==> src/rtl/memory_stage.sv <==
// Memory-access stage: latches execute results and performs at most one data-memory transaction per instruction.
// Defining MEM_TIMEOUT_EN enables a watchdog that aborts any transaction longer than TIMEOUT cycles.

`ifndef STAT_OK
`define STAT_OK 4'd1
`endif
`ifndef STAT_BUBBLE
`define STAT_BUBBLE 4'd5
`endif
`ifndef STAT_RESET
`define STAT_RESET 4'd6
`endif

module memory_stage #(
    parameter int          ADDR_W    = 64,
    parameter logic [63:0] MEM_BYTES = 64'd8192,
    parameter logic [3:0]  STAT_ADR  = 4'd3,
    parameter int          TIMEOUT   = 16
) (
    input  logic              clk_i,
    input  logic              rst_n_i,
    input  logic              stall_i,
    input  logic              bubble_i,
    input  logic [3:0]        icode_i,
    input  logic [3:0]        stat_i,
    input  logic [63:0]       valE_i,
    input  logic [63:0]       valA_i,
    input  logic [3:0]        dstE_i,
    input  logic [3:0]        dstM_i,
    output logic              mem_req_o,
    output logic              mem_we_o,
    output logic [ADDR_W-1:0] mem_addr_o,
    output logic [63:0]       mem_wdata_o,
    input  logic              mem_ready_i,
    input  logic              mem_rvalid_i,
    input  logic [63:0]       mem_rdata_i,
    output logic              mem_busy_o,
    output logic [3:0]        icode_o,
    output logic [3:0]        stat_o,
    output logic [63:0]       valE_o,
    output logic [63:0]       valM_o,
    output logic [3:0]        dstE_o,
    output logic [3:0]        dstM_o
);

    localparam logic [3:0] I_NOP    = 4'h1;
    localparam logic [3:0] I_RMMOVQ = 4'h4;
    localparam logic [3:0] I_MRMOVQ = 4'h5;
    localparam logic [3:0] I_CALL   = 4'h8;
    localparam logic [3:0] I_RET    = 4'h9;
    localparam logic [3:0] I_PUSHQ  = 4'hA;
    localparam logic [3:0] I_POPQ   = 4'hB;

    typedef enum logic [1:0] {IDLE, REQ, RWAIT} state_e;

    state_e            state_q, state_d;
    logic [3:0]        icode_q, stat_q, dstE_q, dstM_q;
    logic [63:0]       valE_q, valM_q;
    logic              memWe_q;
    logic [ADDR_W-1:0] memAddr_q;
    logic [63:0]       memWdata_q;

    logic        isRead, isWrite, access, fault, start, load, timeout;
    logic [63:0] accAddr;

    // Access decode looks at the incoming instruction so that the fault verdict and
    // the request fields are registered together with the stage register.
    always_comb begin
        isRead  = 1'b0;
        isWrite = 1'b0;
        accAddr = valE_i;
        case (icode_i)
            I_MRMOVQ:         isRead = 1'b1;
            I_POPQ, I_RET: begin
                isRead  = 1'b1;
                accAddr = valA_i;
            end
            I_RMMOVQ, I_PUSHQ, I_CALL: isWrite = 1'b1;
            default: ;
        endcase
    end

    assign access = (isRead | isWrite) && (stat_i == `STAT_OK);
    assign fault  = access && (accAddr > MEM_BYTES - 64'd8);
    assign start  = access && !fault;
    assign load   = (state_q == IDLE) && !stall_i;

`ifdef MEM_TIMEOUT_EN
    localparam int CNT_W = $clog2(TIMEOUT + 1);

    logic [CNT_W-1:0] tmoCnt_q;
    logic             done;

    assign done    = (state_q == REQ && mem_ready_i && memWe_q) || (state_q == RWAIT && mem_rvalid_i);
    assign timeout = (state_q != IDLE) && !done && (tmoCnt_q == CNT_W'(TIMEOUT - 1));

    always_ff @(posedge clk_i) begin
        if (!rst_n_i || state_q == IDLE) begin
            tmoCnt_q <= '0;
        end else begin
            tmoCnt_q <= tmoCnt_q + CNT_W'(1);
        end
    end
`else
    assign timeout = 1'b0;
`endif

    always_comb begin
        state_d = state_q;
        case (state_q)
            IDLE:    if (load && !bubble_i && start) state_d = REQ;
            REQ:     if (mem_ready_i) state_d = memWe_q ? IDLE : RWAIT;
            RWAIT:   if (mem_rvalid_i) state_d = IDLE;
            default: state_d = IDLE;
        endcase
        if (timeout) state_d = IDLE;
    end

    always_ff @(posedge clk_i) begin
        if (!rst_n_i) begin
            state_q    <= IDLE;
            icode_q    <= 4'h0;
            stat_q     <= `STAT_RESET;
            valE_q     <= 64'h0;
            valM_q     <= 64'h0;
            dstE_q     <= 4'h0;
            dstM_q     <= 4'h0;
            memWe_q    <= 1'b0;
            memAddr_q  <= '0;
            memWdata_q <= 64'h0;
        end else begin
            state_q <= state_d;
            if (load) begin
                valM_q <= 64'h0;
                if (bubble_i) begin
                    icode_q <= I_NOP;
                    stat_q  <= `STAT_BUBBLE;
                    valE_q  <= 64'h0;
                    dstE_q  <= 4'hF;
                    dstM_q  <= 4'hF;
                end else begin
                    icode_q <= icode_i;
                    stat_q  <= fault ? STAT_ADR : stat_i;
                    valE_q  <= valE_i;
                    dstE_q  <= dstE_i;
                    dstM_q  <= dstM_i;
                    if (start) begin
                        memWe_q    <= isWrite;
                        memAddr_q  <= ADDR_W'(accAddr);
                        memWdata_q <= isWrite ? valA_i : 64'h0;
                    end
                end
            end else if (timeout) begin
                stat_q <= STAT_ADR;
                valM_q <= 64'h0;
            end else if (state_q == RWAIT && mem_rvalid_i) begin
                valM_q <= mem_rdata_i;
            end
        end
    end

    assign mem_req_o   = (state_q == REQ);
    assign mem_busy_o  = (state_q != IDLE);
    assign mem_we_o    = memWe_q;
    assign mem_addr_o  = memAddr_q;
    assign mem_wdata_o = memWdata_q;
    assign icode_o     = icode_q;
    assign stat_o      = stat_q;
    assign valE_o      = valE_q;
    assign valM_o      = valM_q;
    assign dstE_o      = dstE_q;
    assign dstM_o      = dstM_q;

endmodule
==> config.mk <==
export PLATFORM = sky130hd
export DESIGN_NAME = memory_stage
export DESIGN_NICKNAME = d
export VERILOG_FILES = /design/src/rtl/memory_stage.sv
export SDC_FILE = /design/constraint.sdc
export NUM_CORES = 1
export LEC_CHECK = 0
export CAP_MARGIN = 15
export CORE_AREA = 8 8 183 185
export CTS_CLUSTER_DIAMETER = 200
export DETAILED_ROUTE_END_ITERATION = 8
export DIE_AREA = 0 0 191 193
export GPL_TIMING_DRIVEN = 0
export MAX_ROUTING_LAYER = met4
export PLACE_DENSITY_LB_ADDON = 0.1
export SYNTH_ARGS = -nofsm -noshare
export SYNTH_HDL_FRONTEND = slang
export SYNTH_SLANG_ARGS = --single-unit
==> constraint.sdc <==
create_clock -name clk_i -period 5.8 [get_ports clk_i]
set_clock_uncertainty 0.2 [all_clocks]
set_input_delay 0.87 -clock clk_i [delete_from_list [all_inputs] [get_ports clk_i]]
set_output_delay 0.87 -clock clk_i [all_outputs]
set_load 0.05 [all_outputs]
; ---- After elaboration in Yosys (flattened, before gate mapping)
; Cells that the tools add are included.
[word_totals]
register_bits = 275
word_cells = 59
out_inout_bits = 275
inputBits = 214
[op_classes]
n_reduce_logical = 18
n_mux = 15
n_lt_le_gt_ge = 1
n_eq_ne = 12
bitwise = 3
[op_table]
columns = cell, count
row1 = $mux 64, 3
row2 = $gt 64x13->1 const B, 1
row3 = $mux 4, 5
row4 = $eq 4x4->1 const B, 4
row5 = $eq 4x3->1 const B, 2
row6 = $mux 2, 4
row7 = $logic_and 1x1->1, 7
row8 = $pmux 2 s3, 1
row9 = $reduce_and 3->1, 2
row10 = $reduce_or 3->1, 2
row11 = $eq 4x1->1 const B, 1
row12 = $ne 2x1->1 const B, 2
row13 = $reduce_or 2->1, 2
row14 = $logic_not 1->1, 3
row15 = $eq 2x1->1 const B, 1
row16 = $eq 2x2->1 const B, 1
row17 = $logic_not 2->1, 1
row18 = $mux 1, 2
row19 = $ne 2x2->1 const B, 1
row20 = $not 1->1, 2
row21 = $reduce_bool 2->1, 1
row22 = $or 1x1->1, 1

; ---- Logic depth before layout (Yosys ltp)
; Gate-level depths: netlist of the first run.
[logic_depth]
ltp_word = 11
ltp_mapped = 8
ltp_nobuf = 5

; ---- Worst setup path before layout of the first run
; Ideal clock, no wire load.
[synth_path]
path_type = input-to-reg
start = in valE_i[41]
end = reg memWe_q (netlist: mem_we_o)
t_arrival_ns = 2.639
n_path_buf = 1
required_time_ns = 5.479
path_slack_ns = 2.840
setup_time_ns = 0.121
path_stages = 6
path_cell_list = nor4_1 -> nand4_1 -> or3_1 -> a2111oi_4 -> clkbuf_1 -> mux2_2
[synth_between]
elab_chain_cells = 6
[synth_lines]
columns = item, line
row1 = "start, declared", 26  ; input logic [63:0] valE_i,
row2 = $mux 64, 72  ; case (icode_i)
row3 = $gt 64x13->1, 84  ; assign fault = access && (accAddr > MEM_BYTES - 64'd8);
row4 = $logic_and 1x1->1, 84
row5 = $logic_not 1->1, 85  ; assign start = access && !fault;
row6 = $logic_and 1x1->1, 85
row7 = $reduce_and 3->1 (no line), n/a
row8 = "end signal, assigned", 148  ; memWe_q <= isWrite;
row9 = "end, declared", 59  ; logic memWe_q;
; Every way passes these cells.
; A chain may end at the register's enable or synchronous reset.

; ---- Worst setup path in the final report of the first run
[layout_path]
start = in valE_i[43]
end = reg memWe_q (netlist: mem_we_o)
; Same word-level chain as after synthesis.

==> results.sh, run 1 <==
export IMPL_die_area_mm2=0.03686
export IMPL_fp_coreArea_mm2=0.03082
export IMPL_cellPowerDensity_mw_per_mm2=263.2
export IMPL_hp_class="flip-flop to flip-flop"
export IMPL_tightest_slew_ns=0.6780
export IMPL_cp_max_fo=10
export IMPL_leakagePower_nw=5.796
export IMPL_root_buffer="clkbuf_16"
export IMPL_gp_congestion=0.8173
export IMPL_cpPeakStageDelay_ns=0.62
export IMPL_synth_top_family_by_area="simple AND/OR/NAND/NOR gates"
export IMPL_synth_nets=1239
export IMPL_max_slew_margin_rel=0.5463
export IMPL_layoutNonFillerInstCount=1969
export IMPL_post_drt_via_cell_ratio=4.745
export IMPL_drt_first_pass_iters=6
export IMPL_synth_top_flop_cell="dfxtp_1"
export IMPL_synth_top_cell_area_share=0.5554
export IMPL_grt_antenna_before_repair=1
export IMPL_die_y_um=193
export IMPL_fillerInstances=2875
export IMPL_cts_setup_buffers=0
export IMPL_crit_path_cell_trace="clkdlybuf4s50_1 -> nor4_1 -> nand4_1 -> or3_1 -> a2111oi_4 -> clkbuf_1 -> mux2_2"
export IMPL_ys_ff_latch=275
export IMPL_grt_pass1_wl_um=59200
export IMPL_crit_path_top_delay_cell="a2111oi_4"
export IMPL_grt_setup_unrepaired="false"
export IMPL_place_hpwl_um=32960
export IMPL_synth_most_common_cell="dfxtp_1"
export IMPL_grt_max_degree=15
export IMPL_vias=9343
export IMPL_io_pins=489
export IMPL_fin_nets=1760
export IMPL_cts_clk_slew_worst_paths_ns=0.06
export IMPL_grt_pass1_vias=9553
export IMPL_ant_nets=0
export IMPL_start_util=0.3216
export IMPL_cts_hold_buf=0
export IMPL_portBuffers=488
export IMPL_multi_input_area_mm2=0.004020
export IMPL_wl_um=41270
export IMPL_synth_compound_gate_area_share=0.1116
export IMPL_synth_cell_types=31
export IMPL_ir_drop_v=0.0001738
export IMPL_synth_area_mm2=0.009912
export IMPL_setup_viol=0
export IMPL_post_route_period_util=0.6098
export IMPL_avgRoutedWirePerCell_um=20.96
export IMPL_synthToLayoutAreaGrowth_pct=64.34
export IMPL_avgSynthCellArea_um2=9.670
export IMPL_track_usage=0.2149
export IMPL_path_class="input port to flip-flop"
export IMPL_cts_buffers_inserted=31
export IMPL_slew_viol_final=0
export IMPL_synth_edff_count=0
export IMPL_drt_iter0_markers=364
export IMPL_yosys_area_share_simple=0.2151
export IMPL_h_tree_depth=1
export IMPL_finalHoldViolCount=0
export IMPL_arrival_ns=3.77
export IMPL_fmax_ghz=0.2827
export IMPL_min_period_ns=3.537
export IMPL_syn_inst=1025
export IMPL_required_ns=6.03
export IMPL_cap_violations=0
export IMPL_synthMuxAreaShare=0.07889
export IMPL_ys_seq_area_frac=0.5554
export IMPL_synth_adder_area_share=0
export IMPL_cts_sinks=275
export IMPL_grt_overflow_total=0
export IMPL_setup_tns_final_ns=0
export IMPL_layout_drive_gt1_share=0.04087
export IMPL_ys_top_cells_by_count="dfxtp_1 (275), nand2_1 (272), mux2i_1 (77), a22o_1 (70), a21oi_1 (66)"
export IMPL_cts_tree="built"
export IMPL_ys_warn_count=0
export IMPL_async_flop_share=0
export IMPL_clk_latency_ns=0.54
export IMPL_yosys_area_top_type="dfxtp_1"
export IMPL_regArea_mm2=0.005505
export IMPL_critPathLaunchType="input port"
export IMPL_dp_cells=1915
export IMPL_chipWidth_um=191
export IMPL_drc=0
export IMPL_num_rows=65
export IMPL_cts_resized=0
export IMPL_yosys_top_cells_area="dfxtp_1 (56%), nand2_1 (10%), mux2i_1 (7.8%), a22o_1 (6.2%), and3b_1 (4.8%)"
export IMPL_outcome="finished, final reports clean"
export IMPL_cts_max_path_buffers=3
export IMPL_synth_xor_area_share=0
export IMPL_crit_path_end_kind="flip-flop"
## worst paths after layout
path	startpoint	cells past startpoint	slack, ns	endpoint
setup reg to reg	state_q[1]	7	3.02	mem_we_o
hold reg to reg	valM_o[4]	2	0.25	valM_o[4]
hold / removal	valM_o[4]	2	0.25	valM_o[4]
setup / recovery	valE_i[43]	7	2.26	mem_we_o
## cells in the final DEF, fill, tap and decap left out, drive strengths merged, types with 3 or more instances in the layout
cell type,netlist,routed
a21oi,66,66
a22o,70,70
and2,3,3
and3b,54,54
buf,19,19
bufinv,0,3
clkbuf,62,103
clkdlybuf4s50,0,488
clkinv,0,6
dfxtp,275,275
mux2i,77,77
nand2,272,272
nand2b,13,13
nand4,12,12
nor2,19,19
nor2b,4,4
nor3,16,16
nor3b,13,13
nor4,22,22
o211ai,15,15
or3,3,3
## sequential cells by signal (all words and copies together), names as in the netlist, 4 cells and up
| signal | flops |
|---|---|
| mem_addr_o | 64 |
| mem_wdata_o | 64 |
| valE_o | 64 |
| valM_o | 64 |
| dstE_o | 4 |
| dstM_o | 4 |
| icode_o | 4 |
| stat_o | 4 |
## report_power, final
part	leakage [nW]	switching [mW]	total [mW]	internal [mW]
Combinational	3.09	0.230	0.435	0.204
Clock	0.483	0.780	1.93	1.15
Sequential	2.22	0.0126	1.93	1.91
Total	5.80	1.02	4.29	3.26
## critical path, delay by kind of cell
family	cells	cell delay [ns]
buffers and inverters	2	0.77
AO/OA/AOI/OAI	1	0.62
multiplexers	1	0.37
AND/OR/NAND/NOR	3	1.14
## cell families after synthesis
family / Yosys count
AOI/OAI and AO/OA: 155
buffers and inverters: 82
DFF: 275
muxes: 78
and+or+nand+nor: 435
## routing by layer
metal | up-vias | share of wire | track usage | wire length, um
met5 | - | 0 | - | 0
met4 | 0 | 0.022 | 0.05012 | 895
met3 | 50 | 0.094 | 0.06906 | 3891
met2 | 348 | 0.49 | 0.3663 | 20150
met1 | 4361 | 0.40 | 0.2428 | 16330
li1 | 4584 | - | - | -
## through the flow
stage	utilization	cell area [um^2]	hold WS (ns)	worst slack (ns)	power, mW
6_report	0.5285	16290	0.2514	2.263	4.288
4_1_cts	0.5284	16290	0.2550	2.223	4.339
3_3_place_gp	0.4964	15300	0.2411	1.644	2.404
5_1_grt	0.5285	16290	0.2654	2.151	4.445
3_5_place_dp	0.4964	15300	0.2454	1.668	2.405
2_1_floorplan	-	9912	0.4105	2.840	2.139
## layout make-up
class | count | share of cell area
inverters | 1 | 0.0002304
well taps | 402 | 0.03088
multi-input cells | 668 | 0.2468
repair buffers | 488 | 0.2999
flip-flops and latches | 275 | 0.3380
plain buffers | 81 | 0.02350
diodes | 1 | 0.0001536
clock inverters | 12 | 0.008833
clock buffers | 41 | 0.05177
(Power assumes the default switching activity.)
==> run 2: changes to the inputs <==
--- a/config.mk
+++ b/config.mk
@@ -6,10 +6,10 @@
 export NUM_CORES = 1
 export LEC_CHECK = 0
 export CAP_MARGIN = 15
-export CORE_AREA = 8 8 183 185
+export CORE_AREA = 8 8 186 188
 export CTS_CLUSTER_DIAMETER = 200
 export DETAILED_ROUTE_END_ITERATION = 8
-export DIE_AREA = 0 0 191 193
+export DIE_AREA = 0 0 194 196
 export GPL_TIMING_DRIVEN = 0
 export MAX_ROUTING_LAYER = met4
 export PLACE_DENSITY_LB_ADDON = 0.1
==> constraint.sdc (replaced) <==
create_clock -name clk_i -period 2.9 [get_ports clk_i]
set_clock_uncertainty 0.2 [all_clocks]
set_input_delay 0.435 -clock clk_i [delete_from_list [all_inputs] [get_ports clk_i]]
set_output_delay 0.435 -clock clk_i [all_outputs]
set_load 0.05 [all_outputs]
==> run 2 against run 1 <==
  * Power is 100% higher
  * Count of clock-buffer cells in the layout is 6 higher
  * Worst hold slack worse by 0.015 ns
  * Final area is 0.94% higher
  * Utilization is 1.3 points lower
  * Die area is 3.1% higher
  * Combinational power is 100% higher
  * Non-clock buffer count is 2 higher
  * Via count is 0.42% higher
  * Routed wire length is 3.4% higher
  * Global-route usage is 0.44 points higher
  * Highest routed layer unchanged
==> results.sh, run 2 (synthesis gave the netlist of run 1 again) <==
export IMPL_avgRoutedWirePerCell_um=21.54
export IMPL_track_usage=0.2193
export IMPL_regArea_mm2=0.005505
export IMPL_cp_max_fo=10
export IMPL_cts_tree="built"
export IMPL_layout_drive_gt1_share=0.04653
export IMPL_outcome="finished, final reports clean"
export IMPL_critPathLaunchType="input port"
export IMPL_tightest_slew_ns=0.7133
export IMPL_cts_max_path_buffers=3
export IMPL_place_hpwl_um=33830
export IMPL_ir_drop_v=0.0004773
export IMPL_seqPwrFrac=0.441
export IMPL_grt_pass1_vias=9727
export IMPL_hp_start="mem_rdata_i[33]"
export IMPL_wl_um=42650
export IMPL_h_tree_depth=1
export IMPL_layoutNonFillerInstCount=1980
export IMPL_setup_tns_final_ns=0
export IMPL_path_class="input port to flip-flop"
export IMPL_cts_clk_slew_worst_paths_ns=0.06
export IMPL_startpoint="valE_i[29]"
export IMPL_drt_iter0_markers=384
export IMPL_portBuffers=488
export IMPL_die_area_mm2=0.03802
export IMPL_grt_antenna_before_repair=3
export IMPL_required_ns=3.14
export IMPL_fp_coreArea_mm2=0.03188
export IMPL_io_pins=489
export IMPL_grt_max_degree=15
export IMPL_post_route_period_util=0.9662
export IMPL_most_common_layout_cells="clkdlybuf4s50_1 (488), dfxtp_1 (275), nand2_1 (272)"
export IMPL_synthToLayoutAreaGrowth_pct=65.89
export IMPL_cts_buffers_inserted=31
export IMPL_cellPowerDensity_mw_per_mm2=531.3
export IMPL_multi_input_area_mm2=0.004095
export IMPL_clk_latency_ns=0.55
export IMPL_max_slew_margin_rel=0.5227
export IMPL_hp_class="input port to flip-flop"
export IMPL_setup_viol=0
export IMPL_num_rows=66
export IMPL_gp_congestion=0.8692
export IMPL_comb_power_share=0.101
export IMPL_drt_first_pass_iters=4
export IMPL_switching_share=0.2333
export IMPL_fmax_ghz=0.3569
export IMPL_dp_cells=1921
export IMPL_post_drt_via_cell_ratio=4.738
export IMPL_crit_path_end_kind="flip-flop"
export IMPL_p_switching_mw=2.038
export IMPL_drc=0
export IMPL_grt_pass1_wl_um=62850
export IMPL_leakagePower_nw=5.845
export IMPL_post_route_util=0.5159
export IMPL_fin_nets=1762
export IMPL_layout_commonest_cell="clkdlybuf4s50_1"
export IMPL_grt_overflow_total=0
export IMPL_chipWidth_um=194
export IMPL_p_int_mw=6.699
export IMPL_vias=9382
export IMPL_fillerInstances=2948
export IMPL_p_total_mw=8.737
export IMPL_cap_violations=0
export IMPL_root_buffer="clkbuf_16"
export IMPL_finalHoldViolCount=0
export IMPL_die_y_um=196
export IMPL_start_util=0.3110
export IMPL_arrival_ns=3.04
export IMPL_min_period_ns=2.802
export IMPL_ant_nets=0
export IMPL_r2r_start="state_q[1]"
export IMPL_pwr_share_clk=0.458
export IMPL_cts_sinks=275
export IMPL_slew_viol_final=0
## run 2: metal layers
layer  track usage  vias to the layer above  wire, um
met4       0.04441                        0       724
li1              -                     4580         -
met1        0.2472                     4402     17590
met3       0.07899                       50      3753
met2        0.3726                      350     20590
met5             -                        -         0
## run 2: layout make-up
type,count,area share
Timing Repair Buffer,490,0.2980
Inverter,1,0.0002283
Sequential cell,275,0.3348
Clock buffer,47,0.05448
Tap cell,408,0.03105
Multi-Input combinational cell,668,0.2490
Antenna cell,3,0.0004566
Buffer,81,0.02374
Clock inverter,7,0.008218
## run 2: worst max-delay path: stages
cell             delay [ns]
clkdlybuf4s50_1        0.47
nor4_2                 0.41
nand4_1                0.16
or3_1                  0.45
a2111oi_4              0.32
buf_4                  0.21
clkbuf_1               0.35
and3b_1                0.23
## run 2: timing repair
item,in CTS,in global routing
buffers inserted,1,1
gates resized for setup,3,12
pin swaps,1,0
endpoints found under the setup margin,130,121
hold buffers,0,0
## run 2: final timing paths
path,endpoint,slack [ns],cells after the start
worst min register to register,valM_o[13],0.25,2
worst min-delay path,valM_o[33],0.24,3
worst max register to register,mem_addr_o[21],0.24,8
worst max-delay path,mem_addr_o[21],0.1,8
## run 2: power groups by stage
stage          clock (mW)  sequential, mW  combinational, mW
2_1_floorplan           0            4.11              0.172
3_3_place_gp            0            3.93              0.876
3_5_place_dp            0            3.94              0.878
4_1_cts              4.09            3.85              0.884
5_1_grt              4.25            3.86              0.937
6_report             4.00            3.85              0.884
## run 2: per-stage QoR
stage | hold slack, ns | setup slack, ns | area, um^2
floorplan | 0.3607 | 0.3749 | 9912
global placement | 0.2409 | -0.9390 | 15310
detailed placement | 0.2457 | -0.9616 | 15310
CTS | 0.2134 | 0.009937 | 16360
global route | 0.2321 | -0.02398 | 16440
finish | 0.2361 | 0.09794 | 16440
